--- src/rtl/seg_pkg.sv ---
// rtl/seg_pkg.sv - shared segment codes and bit positions for the seven-segment scanner
package seg_pkg;

  localparam int SEG_W = 7;

  localparam int SEG_A_BIT = 0;
  localparam int SEG_B_BIT = 1;
  localparam int SEG_C_BIT = 2;
  localparam int SEG_D_BIT = 3;
  localparam int SEG_E_BIT = 4;
  localparam int SEG_F_BIT = 5;
  localparam int SEG_G_BIT = 6;

  localparam logic [SEG_W-1:0] SEG_OFF = 7'h00;

  // Logical (active-high) patterns for hex digits 0..F; index is the nibble value.
  localparam logic [SEG_W-1:0] SEG_CODES [16] = '{
    7'h3F, 7'h06, 7'h5B, 7'h4F,
    7'h66, 7'h6D, 7'h7D, 7'h07,
    7'h7F, 7'h6F, 7'h77, 7'h7C,
    7'h39, 7'h5E, 7'h79, 7'h71
  };

endpackage

--- src/rtl/seg_hex_decode.sv ---
// rtl/seg_hex_decode.sv - combinational hex nibble to active-high segment pattern
import seg_pkg::*;

module seg_hex_decode (
  input  logic [3:0]       nibble,
  output logic [SEG_W-1:0] seg
);

  always_comb begin
    seg = SEG_CODES[nibble];
  end

endmodule

--- src/rtl/seg_scan.sv ---
// rtl/seg_scan.sv - time-multiplexed multi-digit seven-segment driver with double buffering
import seg_pkg::*;

module seg_scan #(
  parameter int DIGITS         = 8,
  parameter int DIV            = 1000,
  parameter bit SEG_ACTIVE_LOW = 1'b0,
  parameter bit SEL_ACTIVE_LOW = 1'b0
) (
  input  logic                  clk,
  input  logic                  rst_n,
  input  logic                  en,
  input  logic                  load,
  input  logic [4*DIGITS-1:0]   value,
  input  logic [DIGITS-1:0]     dp_in,
  input  logic [DIGITS-1:0]     blank_in,
  input  logic                  lz_suppress,
  output logic [SEG_W-1:0]      seg,
  output logic                  seg_dp,
  output logic [DIGITS-1:0]     sel,
  output logic                  frame_done,
  output logic                  pending
);

  localparam int IDX_W = $clog2(DIGITS);
  localparam int DIV_W = $clog2(DIV);
  localparam logic [DIV_W-1:0] DIV_LAST = DIV_W'(DIV - 1);
  localparam logic [IDX_W-1:0] IDX_LAST = IDX_W'(DIGITS - 1);

  // Physical-level inversion masks applied at the output register.
  localparam logic [SEG_W-1:0]  SEG_XOR = {SEG_W{SEG_ACTIVE_LOW}};
  localparam logic [DIGITS-1:0] SEL_XOR = {DIGITS{SEL_ACTIVE_LOW}};

  logic [DIV_W-1:0]    div_cnt;
  logic [IDX_W-1:0]    idx;
  logic                wrap;
  logic                boundary;

  logic [4*DIGITS-1:0] sh_value;
  logic [DIGITS-1:0]   sh_dp;
  logic [DIGITS-1:0]   sh_blank;
  logic [4*DIGITS-1:0] act_value;
  logic [DIGITS-1:0]   act_dp;
  logic [DIGITS-1:0]   act_blank;

  logic [DIGITS-1:0]   lz_mask;
  logic                zero_run;
  logic [3:0]          cur_nib;
  logic [SEG_W-1:0]    dec_seg;
  logic                dark;
  logic [DIGITS-1:0]   sel_onehot;

  logic [SEG_W-1:0]    seg_l;
  logic                dp_l;
  logic [DIGITS-1:0]   sel_l;

  assign wrap     = en && (div_cnt == DIV_LAST);
  assign boundary = wrap && (idx == IDX_LAST);

  always_ff @(posedge clk) begin
    if (!rst_n) begin
      div_cnt <= '0;
      idx     <= '0;
    end else if (en) begin
      if (wrap) begin
        div_cnt <= '0;
        idx     <= (idx == IDX_LAST) ? '0 : idx + 1'b1;
      end else begin
        div_cnt <= div_cnt + 1'b1;
      end
    end
  end

  // A load coinciding with the boundary bypasses the shadow so it is not held a whole frame.
  always_ff @(posedge clk) begin
    if (!rst_n) begin
      sh_value  <= '0;
      sh_dp     <= '0;
      sh_blank  <= '1;
      act_value <= '0;
      act_dp    <= '0;
      act_blank <= '1;
      pending   <= 1'b0;
    end else if (load && boundary) begin
      sh_value  <= value;
      sh_dp     <= dp_in;
      sh_blank  <= blank_in;
      act_value <= value;
      act_dp    <= dp_in;
      act_blank <= blank_in;
      pending   <= 1'b0;
    end else begin
      if (boundary && pending) begin
        act_value <= sh_value;
        act_dp    <= sh_dp;
        act_blank <= sh_blank;
        pending   <= 1'b0;
      end
      if (load) begin
        sh_value <= value;
        sh_dp    <= dp_in;
        sh_blank <= blank_in;
        pending  <= 1'b1;
      end
    end
  end

  // Walk down from the most significant digit while every digit seen so far is zero.
  always_comb begin
    lz_mask  = '0;
    zero_run = 1'b1;
    for (int i = DIGITS - 1; i >= 1; i--) begin
      zero_run   = zero_run && (act_value[4*i +: 4] == 4'h0);
      lz_mask[i] = zero_run;
    end
  end

  assign cur_nib    = act_value[{idx, 2'b00} +: 4];
  assign dark       = act_blank[idx] | (lz_suppress & lz_mask[idx]);
  assign sel_onehot = {{(DIGITS-1){1'b0}}, 1'b1} << idx;

  seg_hex_decode u_decode (
    .nibble (cur_nib),
    .seg    (dec_seg)
  );

  always_comb begin
    seg_l = SEG_OFF;
    dp_l  = 1'b0;
    sel_l = '0;
    if (en) begin
      seg_l = dark ? SEG_OFF : dec_seg;
      dp_l  = act_dp[idx] & ~act_blank[idx];
      sel_l = (div_cnt == '0) ? '0 : sel_onehot;
    end
  end

  always_ff @(posedge clk) begin
    if (!rst_n) begin
      seg        <= SEG_OFF ^ SEG_XOR;
      seg_dp     <= SEG_ACTIVE_LOW;
      sel        <= SEL_XOR;
      frame_done <= 1'b0;
    end else begin
      seg        <= seg_l ^ SEG_XOR;
      seg_dp     <= dp_l ^ SEG_ACTIVE_LOW;
      sel        <= sel_l ^ SEL_XOR;
      frame_done <= boundary;
    end
  end

endmodule

--- config.mk ---
export PLATFORM = sky130hd
export DESIGN_NAME = seg_scan
export DESIGN_NICKNAME = d
export VERILOG_FILES = /design/src/rtl/seg_pkg.sv /design/src/rtl/seg_hex_decode.sv /design/src/rtl/seg_scan.sv
export SDC_FILE = /design/constraint.sdc
export NUM_CORES = 1
export LEC_CHECK = 0
export BUFFER_PORTS_ARGS = -buffer_cell sky130_fd_sc_hd__buf_2
export CAP_MARGIN = 15
export CORE_MARGIN = 1
export CORE_UTILIZATION = 45
export CTS_BUF_LIST = sky130_fd_sc_hd__clkbuf_4 sky130_fd_sc_hd__clkbuf_8
export CTS_CLUSTER_SIZE = 20
export DETAILED_ROUTE_END_ITERATION = 8
export PLACE_DENSITY_LB_ADDON = 0.08
export RECOVER_POWER = 50
export SLEW_MARGIN = 0
export SYNTH_ARGS = -nofsm -noshare
export SYNTH_HDL_FRONTEND = slang
export SYNTH_SLANG_ARGS = --single-unit
--- constraint.sdc ---
create_clock -name clk -period 2.4 [get_ports clk]
set_input_delay 0.48 -clock clk [delete_from_list [all_inputs] [get_ports clk]]
set_output_delay 0.48 -clock clk [all_outputs]
set_load 0.02 [all_outputs]
After elaboration in Yosys (flattened, before gate mapping)
Memory sizes are Yosys's and may differ from the RTL's. A register that Yosys moved wholly into a read port is not among the register bits.
Cells that the tools add are included.
W data, S select, Z words.
{"block": "totals", "inputBits": 53, "out_inout_bits": 18, "romBits": 112, "ff_bits": 120, "word_cells": 75, "n_memories": 1}
{"block": "op_classes", "add_sub_neg": 2, "n_shift": 2, "n_bitwise": 7, "magnitude_cmp": 1, "n_reduce_logical": 26, "eq_ne": 2, "muxes": 22}
{"memory": "(name not given)", "depth": 16, "width": 7, "rd": 1, "rd_clocked_by_memory_dff": 1, "write_ports": 0, "line": "seg_hex_decode.sv:10", "text": "seg = SEG_CODES[nibble];"}
{"op": "$mux W32", "count": 4}
{"op": "$mux W8", "count": 8}
{"op": "$shiftx A32 B6 Y4", "count": 1}
{"op": "$logic_not A4 Y1", "count": 7}
{"op": "$add A10 B1 Y10 const B", "count": 1}
{"op": "$eq A10 B10 Y1 const B", "count": 1}
{"op": "$logic_and A1 B1 Y1", "count": 10}
{"op": "$logic_not A10 Y1", "count": 1}
{"op": "$mux W10", "count": 1}
{"op": "$bmux W1 S3", "count": 3}
{"op": "$shl A1 B3 Y8 const A", "count": 1}
{"op": "$reduce_bool A2 Y1", "count": 3}
{"op": "$reduce_or A3 Y1", "count": 2}
{"op": "$mux W1", "count": 5}
{"op": "$not A4 Y5", "count": 1}
{"op": "$lt A3 B4 Y1 const B", "count": 1}
{"op": "$reduce_and A2 Y1", "count": 2}
{"op": "$add A3 B1 Y3 const B", "count": 1}
{"op": "$eq A3 B3 Y1 const B", "count": 1}
{"op": "$mux W3", "count": 1}
{"op": "$not A1 Y1", "count": 3}
{"op": "$and A1 B1 Y1", "count": 2}
{"op": "$reduce_or A2 Y1", "count": 1}
{"op": "$or A1 B1 Y1", "count": 1}

Logic depth before layout (Yosys ltp)
{"block": "depth", "ltp_word": 12, "mapped_depth": 10, "mapped_depth_nobuf": 8}

Hierarchy
Synthesis repeated with hierarchy kept, for this count alone.
{"block": "unflattened", "cells_unflattened": 520, "hier_area_um2": 5574.1}
{"mod": "seg_scan", "instances": 1, "cells_each": 487, "area_each_um2": 5280.1, "seq_area_each_um2": 2542.4}
{"mod": "seg_hex_decode", "instances": 1, "cells_each": 33, "area_each_um2": 294.0, "seq_area_each_um2": 0.0}

Least setup slack after synthesis
Ideal clock, no wire load.
{"block": "synth_timing", "path_type": "register to register", "startpoint": "reg idx[0]", "endpoint": "reg seg[0]", "required_time_ps": 2330, "setup_time_ps": 70, "path_buffers": 2, "period_less_slack_ps": 2494, "setup_slack_ps": -94, "path_stages_with_launch": 9, "arrival_ps": 2425, "path_cell_list": "dfxtp_1 > buf_6 > buf_2 > mux4_2 > mux2i_1 > inv_1 > ha_1 > or3b_1 > a21oi_1"}
{"block": "synth_between", "elab_chain_cells": 5, "elab_cells_between_ends": 9, "cone_classes": "shift: 1; mux: 4; bitwise: 3; reduce/logical: 1"}
{"item": "start: declaration", "line": "seg_scan.sv:35", "text": "logic [IDX_W-1:0] idx;"}
{"item": "start signal: assignment", "line": "seg_scan.sv:67", "text": "idx <= (idx == IDX_LAST) ? '0 : idx + 1'b1;"}
{"item": "$bmux W1 S3", "line": "seg_scan.sv:119", "text": "assign dark = act_blank[idx] | (lz_suppress & lz_mask[idx]);"}
{"item": "$mux W1 (not written as such)", "line": "seg_scan.sv:119"}
{"item": "$and A1 B1 Y1", "line": "seg_scan.sv:119"}
{"item": "$or A1 B1 Y1", "line": "seg_scan.sv:119"}
{"item": "$reduce_or A3 Y1 (no line)"}
{"item": "end: declaration", "line": "seg_scan.sv:18", "text": "output logic [SEG_W-1:0] seg,"}
Parallel ways exist; a longest one is shown, timed or not. The select of a mux whose other input is x is not followed.
A chain may end at the register's enable or synchronous reset.

Final worst setup path
{"block": "layout_timing", "startpoint": "reg idx[1]", "endpoint": "reg seg[0]"}
The elaborated chain is that of the path after synthesis.

==> results.cfg <==
[route]
antenna_left = 0
vias_per_cell = 5.43
drc_errors = 0
vias = 4978
routed_wl_mm = 14.0
first_pass_iters = 5
wire_per_inst_um = 15.2
drtIter0Drc = 377

[power_and_ir_drop]
ir_drop_v = 0.000513
p_total_uw = 4740
power_density_mw_per_mm2 = 681
leakagePower_uw = 0.00284

[global_routing]
met3_usage_pct = 6.18
grtUsageMet1_pct = 27.2
antenna_found_initial = 0
grt_pass1_vias = 4840
grt_start_max_net_pins = 63
grt_pass1_wl_mm = 23.4
grt_overflow_total = 0
top_usage_layer = met2
grt_use_total_pct = 21.2
grt_use_met2_pct = 33.0

[yosys]
synth.largest_area_cell = dfxtp_1
netlist_instances = 677
ys_seq_area_share_pct = 42.5
yosysTopAreaCellShare_pct = 42.5
mappedNetlistArea_mm2 = 0.00599
synthArstFlopShare_pct = 0
ys.flop_type = dfxtp_1
yosys.cell_types.count = 47
synth_edf_count = 0
ys_top_cells_by_area = dfxtp_1 42%, mux2i_1 9.4%, nor2_1 7.0%, o21ai_0 6.1%, mux4_2 3.8%
syn_avg_cell_area_um2 = 8.84
synth_nets = 744
ys_ff_latch = 127
yosysWarnings = 0

[place]
gp_congestion = 0.814
portBuffers = 70
hpwl_mm = 9.48

[hold_path]
hp-start = blank_in[0]
hold_path_class = input pin to register

[layout]
nNetsFinal = 799
multi_input_area_mm2 = 0.00311
area_growth_pct = 16.3
fin_util_pct = 54.5
drive_above_1_share_pct = 16.6
nFillCells = 1209
antennaDiodeCount = 0
seqCellArea_mm2 = 0.00255

[die]
start_util_pct = 46.9
design.die.area_mm2 = 0.0138
die_h_um = 117
die-width_um = 117
io_pins = 71
core_mm2 = 0.0128
rows = 41

[critical_path]
crit_required_ps = 2770
critPathTopFamily = multiplexers
cp-end-kind = register
max_stage_delay_ps = 410
crit_chain = buf_4, mux4_2, mux2i_4, inv_1, ha_1, or3b_1, a21oi_1
critical_path_buf_inv_count = 2
crit_path_start = idx[1]$_SDFFE_PN0P_
cp.arrival_ps = 2570
r2r_start = idx[1]$_SDFFE_PN0P_
cp_slowest_cell = dfxtp_2
start_kind = register
critPathKind = register to register
path_max_fanout = 15

[run]
drv_cap = 0

[clock_tree]
clk-insertion-delay-late_ps = 450
clkSinkCount = 127
cts_tree = built
cts_hold_buf = 0
path_clk_slew_ps = 70
cts_inserted_buffers = 17
clock_path_buffers = 2
clock-root-buffer = clkbuf_8
cts_htree_levels = 4
postCtsSetupRepairBufs = 0
cts_resized = 0

[timing]
setup_viol = 0
max_freq_ghz = 0.455
post-route-min-period_ps = 2200
max-slew-margin-rel_pct = 16.3
fin_tns_setup_ps = 0
rsz0062_at_grt = false
holdWs_ps = 266
tightest_slew_ps = 1250
min_period_over_period_pct = 91.6
worst_clock_skew_ps = 9.92
drv_slew = 0
hold_violations = 0

[run_status]
outcome = completed
[layout by cell type, fill, tap and decap left out, types with 6 or more instances in the layout]
cell	netlist	routed
ha_1	14	14
buf_4	0	18
nand3b_1	27	27
mux2i_1	56	54
buf_2	10	51
xor2_1	6	6
and2_1	6	6
clkbuf_1	36	19
o21ai_0	73	73
or3_1	6	6
a21oi_1	15	15
bufinv_16	0	6
clkbuf_8	0	19
o22ai_1	6	6
nor4_1	7	7
nand3_1	7	7
nor2_1	111	111
nand2_1	25	25
a31oi_1	23	23
inv_1	33	33
a211oi_1	16	16
and3_1	7	7
dfxtp_1	127	124
mux4_2	10	10
[through the flow]
step	cells	setup slack (ps)	cell area (um2)
2_1_floorplan	677	35.6	6000
3_3_place_gp	885	166	6520
3_5_place_dp	885	110	6520
4_1_cts	917	77.6	7000
5_1_grt	917	8.84	6960
6_report	917	201	6960
[logic make-up (layout without fill, tap and decap cells)]
kind of cell / after synthesis / after routing / synth area share [%]
simple gates: 217 / 217 / 17.6
compound gates: 153 / 153 / 15.3
flops: 127 / 127 / 42.5
buf+inv: 87 / 155 / 5.91
mux: 70 / 70 / 14.4
fa+ha+maj: 14 / 14 / 2.93
xor+xnor: 9 / 9 / 1.32
[power by group]
part	internal [uW]	total [uW]	leakage (uW)	switching (uW)
registers	2160	2190	0.00104	26.0
logic	133	321	0.00156	187
clock network	1400	2240	0.000246	838
total	3690	4740	0.00284	1050
[worst min-delay path, delay by kind of cell]
kind                   cells  cell delay [ps]
and+or+nand+nor            1               50
buffers and inverters      1               90
muxes                      1               60
[routing by layer]
metal / vias up / part of all wire [%]
met2: 122 / 45
met1: 2348 / 48
met3: 15 / 5.3
met4: 0 / 1.4
met5: - / 0
li1: 2493 / -
[final cells by class]
class,count,area share [%]
Timing Repair Buffer,90,6.99
Tap cell,172,3.09
Multi-Input combinational cell,463,44.6
Clock inverter,12,3.06
Clock buffer,20,3.86
Inverter,33,1.78
Sequential cell,127,36.6
[state kept, by name, indices dropped and copies added (netlist names)]
signal and cells:
act_blank 8, pending 1, sh_value 32, sh_blank 8, div_cnt 10, act_value 32
sh_dp 8, act_dp 8, sel 8, seg_dp 1, idx 3, frame_done 1
seg 7
[cells in the mapped netlist (all sizes together), types with 5 or more instances]
master and instances:
nand3b 27, o21ai 73, a21oi 15, dfxtp 127, a31oi 23, inv 33
a211oi 16, mux4 12, or3 6, and2 6, nor2 111, nand2 26
and3 7, o22ai 6, clkbuf 36, nor2b 5, buf 18, xor2 6
nand3 7, ha 14, nor4 7, mux2i 56
[final timing paths]
| path | to | slack (ps) | cells after the start |
|---|---|---|---|
| max | seg[0]$_SDFF_PP0_ | 200 | 7 |
| min | sh_blank[0]$_SDFFE_PN1P_ | 270 | 3 |
| max reg2reg | seg[0]$_SDFF_PP0_ | 200 | 7 |
| min reg2reg | sh_blank[7]$_SDFFE_PN1P_ | 480 | 1 |
Power figures use the tool's default switching activity.
